**config.mk**
```make
export PLATFORM = sky130hd
export DESIGN_NAME = alu_result_fifo
export DESIGN_NICKNAME = d
export VERILOG_FILES = /design/src/rtl/alu32_pkg.sv /design/src/rtl/fifo_mem.sv /design/src/rtl/alu_result_fifo.sv
export SDC_FILE = /design/constraint.sdc
export NUM_CORES = 1
export LEC_CHECK = 0
export CAP_MARGIN = 20
export CORE_UTILIZATION = 40
export DETAILED_ROUTE_END_ITERATION = 8
export PLACE_DENSITY = 0.64
export SLEW_MARGIN = 20
export SYNTH_ARGS = -nofsm -noshare
export SYNTH_HDL_FRONTEND = slang
export SYNTH_SLANG_ARGS = --single-unit
```
**constraint.sdc**
```tcl
create_clock -name clk -period 9.8 [get_ports clk]
set_input_delay 1.47 -clock clk [delete_from_list [all_inputs] [get_ports clk]]
set_output_delay 1.47 -clock clk [all_outputs]
set_load 0.01 [all_outputs]
```
**src/rtl/alu32_pkg.sv**
```systemverilog
// alu32_pkg: shared ALU opcodes, default result-FIFO geometry and the result flag helper
package alu32_pkg;

    localparam int ALU_WIDTH = 64;
    localparam int ALU_DEPTH = 8;

    typedef enum logic [3:0] {
        NOP   = 4'h0,
        NOT_A = 4'h1,
        AND   = 4'h2,
        OR    = 4'h3,
        XOR   = 4'h4,
        XNOR  = 4'h5,
        ADD   = 4'h6,
        SUB   = 4'h7
    } alu_op_e;

    // {zero, neg} of the 32-bit result view
    function automatic logic [1:0] result_flags(input logic [31:0] r);
        return {r == 32'd0, r[31]};
    endfunction

endpackage

```
**src/rtl/fifo_mem.sv**
```systemverilog
// fifo_mem: register-array storage with synchronous write and asynchronous read
module fifo_mem #(
    parameter int WIDTH = 68,
    parameter int DEPTH = 8,
    parameter int AW    = $clog2(DEPTH)
) (
    input  logic             clk,
    input  logic             we,
    input  logic [AW-1:0]    waddr,
    input  logic [WIDTH-1:0] wdata,
    input  logic [AW-1:0]    raddr,
    output logic [WIDTH-1:0] rdata
);

    logic [WIDTH-1:0] mem [DEPTH];

    always_ff @(posedge clk)
        if (we) mem[waddr] <= wdata;

    assign rdata = mem[raddr];

endmodule

```
**src/rtl/alu_result_fifo.sv**
```systemverilog
// alu_result_fifo: FIFO of ALU results with opcode; per-entry zero/neg flags when ALU_FIFO_FLAGS_EN is defined
module alu_result_fifo
    import alu32_pkg::*;
#(
    parameter int WIDTH = ALU_WIDTH,
    parameter int DEPTH = ALU_DEPTH
) (
    input  logic                     clk,
    input  logic                     rst,
    input  logic                     in_valid,
    output logic                     in_ready,
    input  logic [WIDTH-1:0]         in_result,
    input  logic [3:0]               in_op,
    output logic                     out_valid,
    input  logic                     out_ready,
    output logic [WIDTH-1:0]         out_result,
    output logic [3:0]               out_op,
    output logic                     out_zero,
    output logic                     out_neg,
    output logic [$clog2(DEPTH):0]   count,
    output logic                     full,
    output logic                     empty
);

    localparam int AW = $clog2(DEPTH);
`ifdef ALU_FIFO_FLAGS_EN
    localparam int EW = WIDTH + 6;
`else
    localparam int EW = WIDTH + 4;
`endif

    logic [AW:0]   wr_ptr, rd_ptr;
    logic [EW-1:0] wr_entry, rd_entry;
    logic          push, pop;

    // extra pointer MSB separates a wrapped (full) writer from an equal (empty) one
    assign empty     = wr_ptr == rd_ptr;
    assign full      = (wr_ptr[AW] != rd_ptr[AW]) && (wr_ptr[AW-1:0] == rd_ptr[AW-1:0]);
    assign in_ready  = !full;
    assign out_valid = !empty;
    assign push      = in_valid && in_ready;
    assign pop       = out_valid && out_ready;

    always_ff @(posedge clk) begin
        if (rst) begin
            wr_ptr <= '0;
            rd_ptr <= '0;
            count  <= '0;
        end else begin
            if (push) wr_ptr <= wr_ptr + 1'b1;
            if (pop) rd_ptr <= rd_ptr + 1'b1;
            if (push != pop) count <= push ? count + 1'b1 : count - 1'b1;
        end
    end

`ifdef ALU_FIFO_FLAGS_EN
    assign wr_entry = {result_flags(in_result[31:0]), in_op, in_result};
    assign {out_zero, out_neg, out_op, out_result} = rd_entry;
`else
    assign wr_entry = {in_op, in_result};
    assign {out_op, out_result} = rd_entry;
    assign out_zero = 1'b0;
    assign out_neg  = 1'b0;
`endif

    fifo_mem #(
        .WIDTH(EW),
        .DEPTH(DEPTH),
        .AW   (AW)
    ) u_mem (
        .clk  (clk),
        .we   (push),
        .waddr(wr_ptr[AW-1:0]),
        .wdata(wr_entry),
        .raddr(rd_ptr[AW-1:0]),
        .rdata(rd_entry)
    );

endmodule

```
==> results of run 1 <==
==> sequential cells by signal (all words and copies together) (netlist names), named ones only <==
| name | count |
|---|---|
| count | 4 |
| u_mem.mem | 544 |
| wr_ptr | 4 |
| rd_ptr | 4 |
==> worst paths after layout <==
check,to,start
max,out_result[2],register
min,rd_ptr[3]$_SDFFE_PP0P_,rd_ptr[3]$_SDFFE_PP0P_
max reg2reg,u_mem.mem[3][43]$_DFFE_PP_,wr_ptr[0]$_SDFFE_PP0P_
min reg2reg,rd_ptr[3]$_SDFFE_PP0P_,rd_ptr[3]$_SDFFE_PP0P_
==> power breakdown <==
group | internal [mW] | switching, mW
Clock | 1.31 | 0.889
Combinational | 0.464 | 0.331
Sequential | 2.69 | 0.0558
Total | 4.47 | 1.28
==> stage by stage <==
step / utilization / setup WS, ns / hold slack (ns) / instances / area, µm²
5_1_grt: 0.486 / 4.11 / 0.568 / 1805 / 25500
2_1_floorplan: - / 2.61 / 0.484 / 885 / 21200
3_5_place_dp: 0.449 / 4.89 / 0.534 / 1693 / 23500
6_report: 0.486 / 4.46 / 0.543 / 1805 / 25500
4_1_cts: 0.486 / 4.26 / 0.547 / 1803 / 25500
3_3_place_gp: 0.448 / 4.75 / 0.507 / 1692 / 23500
==> cell families (layout without fill, tap and decap cells) <==
family,after synthesis,after routing,share of synthesized area
multiplexers,207,207,0.182
adder cells (fa/ha/maj),5,5,0.00330
AO/OA/AOI/OAI,11,11,0.00466
other,1,3,0.000177
AND/OR/NAND/NOR,38,38,0.00820
XOR/XNOR,14,14,0.00649
flip-flops,559,559,0.784
buffers and inverters,49,280,0.0113
==> critical path, cell delays in order (launching register included) <==
cell	delay, ns
dfxtp_4	0.96
buf_4	0.81
mux4_2	0.60
mux2_2	0.32
clkdlybuf4s50_1	0.49
==> synthesized netlist by cell type <==
library cell / number
mux4_2: 136
a21oi_1: 4
nor3_1: 3
nand4_1: 2
nand3_1: 3
o221ai_2: 1
edfxtp_1: 544
or2b_1: 1
buf_1: 4
ha_1: 4
conb_1: 1
inv_1: 5
buf_4: 7
nand2b_1: 1
or2b_2: 1
mux2i_1: 2
mux2_2: 68
xor2_2: 2
buf_6: 2
o311ai_0: 1
dfxtp_1: 15
fa_1: 1
xnor2_1: 5
o21ai_0: 1
nand2_1: 9
or3_1: 1
a41oi_2: 1
clkbuf_1: 19
a31oi_1: 1
or2_2: 1
nor2_1: 15
xor2_1: 7
mux2_1: 1
buf_2: 12
nor2b_1: 1
o41a_1: 1
o41ai_2: 1
==> cell usage in the layout (no fill, tap or decap), types with 2 or more instances in the layout <==
| cell | Yosys | routed |
|---|---|---|
| nand3_1 | 3 | 3 |
| buf_4 | 7 | 16 |
| dfxtp_1 | 15 | 12 |
| clkinv_2 | 0 | 15 |
| edfxtp_1 | 544 | 544 |
| nand2_1 | 9 | 9 |
| mux4_2 | 136 | 136 |
| nor2_1 | 15 | 10 |
| nor2_4 | 0 | 5 |
| clkdlybuf4s50_1 | 0 | 147 |
| buf_16 | 0 | 2 |
| xor2_1 | 7 | 7 |
| ha_1 | 4 | 4 |
| clkbuf_1 | 19 | 8 |
| clkbuf_16 | 0 | 61 |
| nor3_2 | 0 | 2 |
| mux2_2 | 68 | 68 |
| a21oi_1 | 4 | 4 |
| clkinv_1 | 0 | 17 |
| clkinvlp_4 | 0 | 2 |
| conb_1 | 1 | 2 |
| inv_1 | 5 | 4 |
| xnor2_1 | 5 | 5 |
| bufinv_16 | 0 | 7 |
| mux2i_1 | 2 | 2 |
| xor2_2 | 2 | 2 |
| nand4_1 | 2 | 2 |
| dfxtp_4 | 0 | 3 |
==> per-layer routing <==
layer,track usage,wire [µm],vias up
li1,-,-,4110
met1,0.213,18400,5046
met2,0.266,21100,200
met3,0.0375,2130,68
met4,0.0430,816,2
met5,0,9,-
==> area by class of cell <==
type	count	area, µm²	share of cell area
flip-flops and latches	559	16600	0.653
multi-input cells	277	4400	0.172
repair buffers	165	1650	0.0646
clock buffers	69	1560	0.0610
well taps	688	861	0.0338
clock inverters	41	368	0.0144
inverters	5	20.0	0.000785
diodes	1	2.50	0.0000981
==> out/metrics.yaml, run 1 <==
grt:
  grt_max_degree: 68
  grt_first_pass_wirelength_um: 63500
  grt_pass1_vias: 10300
  grt_util_all_layers: 0.161
  overflow: 0
  antenna_found_initial: 2
logic_synthesis:
  synth_top_area_share: 0.770
  ys_ff_latch: 559
  yosys-top-cells-area: "edfxtp_1 (77%), mux4_2 (14%), mux2_2 (3.6%)"
  yosys_warnings: 0
  synth-seq-area-share: 0.784
  synthCells: 884
  yosysTopAreaCell: "edfxtp_1"
  synth_area_um2: 21200
  synth.distinct_cells: 37
  syn_area_per_cell_um2: 24.0
clock_tree:
  post-cts-setup-buffers: 0
  clock_sinks: 559
  clk_pin_slew_ns: 0.06
  cts_max_path_buffers: 3
  cts.htree.levels: 2
  cts_root_buffer: "clkbuf_16"
  cts_buffers: 59
  cts-resized-gates: 0
  cts_tree: "built"
  ctsHoldBuffers: 0
  insertion_delay_ns: 0.59
floorplan:
  rows: 84
  core_um2: 52400
  ioPinCount: 150
  die_w_um: 232
  initial_core_util: 0.405
  die_y_um: 232
  die_area_um2: 54000
sta:
  tightest_slew_ns: 1.05
  maxSlewViolCount: 0
  clock_skew_ns: 0.00916
  min_period_ns: 5.34
  max-slew-margin-rel: 0.300
  finalHoldViolCount: 0
  fin_tns_setup_ns: 0
  max_freq_mhz: 187
  rsz0062_at_grt: "false"
  finalCritPeriodShare: 0.544
  finalSetupViolCount: 0
status:
  status: "finished clean"
setup_path:
  endpoint_kind: "output port"
  r2r_slack_ns: 6.24
  cp.arrival_ns: 3.87
  startpoint_type: "register"
  reg2reg_depth: 5
  critical_path_class: "register to output port"
  cp.required_ns: 8.33
  worst-path-max-fanout: 43
detailed_routing:
  drtPass1Iterations: 4
  via_per_inst: 5.22
  drt_wl_total_um: 42500
  drc_errors: 0
  via_count: 9426
  drtAntennaViolNets: 0
  drt_first_iter_violations: 609
  route.detailed.wl_per_inst_um: 23.5
finish:
  syn_to_final_growth_pct: 20.2
  drive_gt1_frac: 0.291
  fin_nets: 1144
  fillers: 4234
pwr:
  vdd_ir_drop_max_mv: 0.145
  power_leakage_nw: 7.90
  powerDensity_nw_per_um2: 225
  power_mw: 5.74
hold_path:
  holdPathStages: 2
  hp-class: "register to register"
place:
  io_buffers: 147
  hpwl_um: 21900
  gp_congestion: 0.712
job:
  maxCapViolCount: 0
Power figures use the tool's default switching activity.
==> run 2: changes to the inputs <==
clock period = 5.1 ns   (was 9.8 ns; I/O delays follow)
==> out/metrics.yaml, run 2 (synthesis gave the netlist of run 1 again) <==
setup_path:
  endpoint_kind: "output port"  # unchanged
  critical_path_class: "register to output port"  # unchanged
  cp.arrival_ns: 3.20  # was 3.87 ns
  cp.required_ns: 4.34  # was 8.33 ns
  startpoint_type: "register"  # unchanged
  worst-path-max-fanout: 35  # was 43
detailed_routing:
  wl_met3_um: 2770  # was 2130 µm
  drt_first_iter_violations: 691  # was 609
  drc_errors: 0  # unchanged
  drtAntennaViolNets: 0  # unchanged
  route.detailed.wl_per_inst_um: 22.8  # was 23.5 µm
  via_per_inst: 5.22  # about the same
  drtPass1Iterations: 5  # was 4
  via_count: 9437  # was 9426
  drt_wl_total_um: 41300  # was 42500 µm
  dr.max_layer_used: "met5"  # unchanged
  wl_met1_um: 18400  # about the same
  dr_wl_met2_um: 19200  # was 21100 µm
grt:
  grt_pass1_vias: 10100  # was 10300
  grt_max_degree: 74  # was 68
  grt_util_all_layers: 0.156  # was 0.161
  antenna_found_initial: 7  # was 2
  grt_first_pass_wirelength_um: 62200  # was 63500 µm
  overflow: 0  # unchanged
place:
  placed_area_um2: 23800  # was 23500 µm²
  hpwl_um: 22100  # was 21900 µm
  gp_congestion: 0.703  # was 0.712
  io_buffers: 147  # unchanged
finish:
  largest_register: "u_mem.mem"  # unchanged
  final_common_cell: "edfxtp_1"  # unchanged
  stdcell_area_um2: 25600  # was 25500 µm²
  multi_input_area_um2: 4410  # was 4400 µm²
  fin_nets: 1148  # was 1144
  syn_to_final_growth_pct: 20.5  # was 20.2%
  largest_register_ff_count: 544  # unchanged
  drive_gt1_frac: 0.295  # was 0.291
  regArea_um2: 16600  # unchanged
  final_cell_mix: "edfxtp_1 (544), clkdlybuf4s50_1 (147), mux4_2 (136)"  # unchanged
  fillers: 4126  # was 4234
clock_tree:
  cts-resized-gates: 0  # unchanged
  ctsHoldBuffers: 0  # unchanged
  insertion_delay_ns: 0.60  # was 0.59 ns
  clk_pin_slew_ns: 0.06  # about the same
  cts_root_buffer: "clkbuf_16"  # unchanged
  cts.htree.levels: 2  # unchanged
  clock_sinks: 559  # unchanged
  cts_max_path_buffers: 3  # unchanged
  cts_tree: "built"  # unchanged
  cts_buffers: 57  # was 59
  post-cts-setup-buffers: 0  # unchanged
floorplan:
  initial_core_util: 0.405  # unchanged
  die_w_um: 232  # unchanged
  core_um2: 52400  # unchanged
  die_area_um2: 54000  # unchanged
  die_y_um: 232  # unchanged
  rows: 84  # unchanged
  ioPinCount: 150  # unchanged
sta:
  maxSlewViolCount: 0  # unchanged
  fin_tns_setup_ns: 0  # unchanged
  clock_skew_ns: 0.0126  # was 0.00916 ns
  finalCritPeriodShare: 0.778
  max-slew-margin-rel: 0.383  # was 0.300
  finalHoldViolCount: 0  # unchanged
  finalSetupViolCount: 0  # unchanged
  tightest_slew_ns: 0.926  # was 1.05 ns
  max_freq_mhz: 252
  min_period_ns: 3.97
  rsz0062_at_grt: "false"  # unchanged
hold_path:
  hp-class: "register to register"  # unchanged
status:
  status: "finished clean"  # unchanged
pwr:
  powerDensity_nw_per_um2: 424  # was 225 nW/µm²
  power_leakage_nw: 7.89  # was 7.90 nW
  vdd_ir_drop_max_mv: 0.245  # was 0.145 mV
job:
  maxCapViolCount: 0  # unchanged
run 2: cell types whose count changed in the layout (fill, tap and decap cells not counted), moves of 3 or more:
cell and change:
buf_4 -6, bufinv_16 -3, buf_12 +14, clkinv_1 -3
clkinvlp_4 +3
run 2: report_power, final:
part / total (mW) / switching, mW / internal (mW)
Combinational: 1.58 / 0.658 / 0.920
Clock: 3.99 / 1.69 / 2.31
Sequential: 5.27 / 0.0951 / 5.17
Total: 10.8 / 2.44 / 8.40
run 2: per-layer routing:
| metal | GRT usage | vias up |
|---|---|---|
| met4 | 0.0463 | 12 |
| li1 | - | 4116 |
| met1 | 0.222 | 5004 |
| met2 | 0.235 | 227 |
| met3 | 0.0409 | 78 |
| met5 | 0 | - |
run 2: layout make-up:
type / instances / share of cell area
clock buffer: 68 / 0.0590
timing repair buffer: 171 / 0.0714
clock inverter: 39 / 0.0118
sequential: 559 / 0.651
antenna: 1 / 0.0000978
inverter: 5 / 0.000783
tap: 688 / 0.0337
multi-input combinational: 277 / 0.172
run 2: final timing paths:
check        slack, ns  cells past startpoint                    from                          to
max               1.13                      4                register               out_result[2]
min reg2reg       0.53                      2  rd_ptr[3]$_SDFFE_PP0P_      rd_ptr[3]$_SDFFE_PP0P_
max reg2reg       2.11                      5  wr_ptr[0]$_SDFFE_PP0P_  u_mem.mem[6][37]$_DFFE_PP_
min               0.53                      2  rd_ptr[3]$_SDFFE_PP0P_      rd_ptr[3]$_SDFFE_PP0P_
run 2: critical path, stage by stage, from the launching register on:
cell and delay [ns]:
dfxtp_4 0.87, buf_12 0.35, mux4_2 0.54, mux2_2 0.28, clkdlybuf4s50_1 0.54
run 2: stage by stage:
stage                     setup WS, ns  hold WS, ns  power [mW]  utilization  instances
after global routing             0.948        0.572        11.2        0.488       1808
after detailed placement          1.57        0.519        6.98        0.453       1700
after CTS                         1.01        0.527        11.0        0.488       1807
final                             1.13        0.527        10.8        0.488       1808
after floorplan                  0.433        0.484        6.30            -        885
after global placement            1.59        0.502        6.96        0.453       1700
==> run 3: changes to the inputs <==
clock period = 3.73 ns   (was 5.1 ns; I/O delays follow)
==> out/metrics.yaml, run 3 (synthesis gave the netlist of run 1 again) <==
status:
  status: "finished clean"  # unchanged
detailed_routing:
  wl_met3_um: 2360  # was 2770 µm
  wl_met1_um: 18500  # was 18400 µm
  via_count: 9470  # was 9437
  drt_wl_total_um: 41700  # was 41300 µm
  drtAntennaViolNets: 0  # unchanged
  via_per_inst: 5.24  # was 5.22
  drtPass1Iterations: 4  # was 5
  dr_wl_met2_um: 20000  # was 19200 µm
  drc_errors: 0  # unchanged
  dr.max_layer_used: "met5"  # unchanged
  route.detailed.wl_per_inst_um: 23.1  # was 22.8 µm
  drt_first_iter_violations: 568  # was 691
setup_path:
  cp.arrival_ns: 2.97  # was 3.20 ns
  path_delay_family: "buffers and inverters"  # unchanged
  endpoint_kind: "output port"  # unchanged
  critPathBufInv: 2  # unchanged
  critical_path.cell_chain: "buf_4 > mux4_2 > mux2_2 > clkdlybuf4s50_1"  # was buf_12 > mux4_2 > mux2_2 > clkdlybuf4s50_1
  critical_path_class: "register to output port"  # unchanged
  worst-path-max-fanout: 19  # was 35
  critical-path-max-stage-delay_ns: 0.63  # was 0.87 ns
  cp.required_ns: 3.17  # was 4.34 ns
  r2r_slack_ns: 0.96  # was 2.11 ns
  startpoint_type: "register"  # unchanged
  cpMaxStageDelayCell: "dfxtp_4"  # unchanged
sta:
  finalCritPeriodShare: 0.946
  min_period_ns: 3.53
  layout_setup_ws_ns: 0.201  # was 1.13 ns
  max-slew-margin-rel: 0.633  # was 0.383
  hold-worst-slack_ns: 0.531  # was 0.527 ns
  finalSetupViolCount: 0  # unchanged
  finalHoldViolCount: 0  # unchanged
  max_freq_mhz: 283
  tightest_slew_ns: 0.550  # was 0.926 ns
  clock_skew_ns: 0.0116  # was 0.0126 ns
  maxSlewViolCount: 0  # unchanged
  fin_tns_setup_ns: 0  # unchanged
  rsz0062_at_grt: "false"  # unchanged
place:
  gp_congestion: 0.717  # was 0.703
  post-place-ws_ns: 0.685  # was 1.57 ns
  placed_area_um2: 23800  # about the same
  io_buffers: 147  # unchanged
  hpwl_um: 21400  # was 22100 µm
clock_tree:
  cts_buffers: 55  # was 57
  cts_root_buffer: "clkbuf_16"  # unchanged
  ctsHoldBuffers: 0  # unchanged
  cts.htree.levels: 2  # unchanged
  insertion_delay_ns: 0.58  # was 0.60 ns
  cts_max_path_buffers: 3  # unchanged
  cts-resized-gates: 0  # unchanged
  post-cts-setup-buffers: 0  # unchanged
  clk_pin_slew_ns: 0.06  # about the same
  cts_tree: "built"  # unchanged
  clock_sinks: 559  # unchanged
grt:
  antenna_found_initial: 5  # was 7
  grt_max_degree: 69  # was 74
  grt_pass1_vias: 10300  # was 10100
  overflow: 0  # unchanged
  grt_first_pass_wirelength_um: 63000  # was 62200 µm
  grt_util_all_layers: 0.158  # was 0.156
floorplan:
  core_um2: 52400  # unchanged
  die_y_um: 232  # unchanged
  ioPinCount: 150  # unchanged
  die_w_um: 232  # unchanged
  initial_core_util: 0.405  # unchanged
  die_area_um2: 54000  # unchanged
  rows: 84  # unchanged
finish:
  final_common_cell: "edfxtp_1"  # unchanged
  largest_register: "u_mem.mem"  # unchanged
  stdcell_area_um2: 25700  # was 25600 µm²
  final_cell_mix: "edfxtp_1 (544), clkdlybuf4s50_1 (147), mux4_2 (136)"  # unchanged
  fillers: 4118  # was 4126
  syn_to_final_growth_pct: 21.1  # was 20.5%
  drive_gt1_frac: 0.304  # was 0.295
  largest_register_ff_count: 544  # unchanged
  fin_nets: 1149  # was 1148
hold_path:
  hp-class: "register to register"  # unchanged
job:
  maxCapViolCount: 0  # unchanged
pwr:
  vdd_ir_drop_max_mv: 0.392  # was 0.245 mV
  power_leakage_nw: 7.95  # was 7.89 nW
  powerDensity_nw_per_um2: 584  # was 424 nW/µm²
## run 3: worst min-delay path, delay by kind of cell, from the launching register on
family | cells | cell delay, ns
compound gates | 2 | 0.15
flops | 1 | 0.34
## run 3: cell type report
class	count	area, µm²	area share
tap	688	861	0.0335
multi-input combinational	277	4410	0.171
sequential	559	16600	0.648
timing repair buffer	174	1900	0.0739
clock buffer	60	1440	0.0559
clock inverter	42	430	0.0167
inverter	5	20.0	0.000779
antenna	1	2.50	0.0000973
## run 3: report_power, final
group          internal, mW  switching, mW  total [mW]
clock network          3.34           2.31        5.65
registers              7.07          0.110        7.18
logic                  1.27          0.925        2.19
total                  11.7           3.35        15.0
## run 3: worst paths after layout
path / startpoint / endpoint / depth (start not counted)
setup / recovery: register / out_result[33] / 4
hold / removal: rd_ptr[3]$_SDFFE_PP0P_ / rd_ptr[3]$_SDFFE_PP0P_ / 2
setup reg to reg: wr_ptr[1]$_SDFFE_PP0P_ / u_mem.mem[2][58]$_DFFE_PP_ / 5
hold reg to reg: rd_ptr[3]$_SDFFE_PP0P_ / rd_ptr[3]$_SDFFE_PP0P_ / 2
## run 3: through the flow
stage	utilization	power, mW	instances
floorplan	-	8.62	885
global placement	0.454	9.54	1703
detailed placement	0.454	9.55	1703
CTS	0.490	15.2	1805
global route	0.490	15.5	1805
finish	0.490	15.0	1806
## run 3: per-layer routing
metal  vias to the layer above  GRT usage
li1                       4120          -
met4                         8     0.0391
met5                         -          0
met1                      5071      0.217
met2                       209      0.253
met3                        62     0.0393
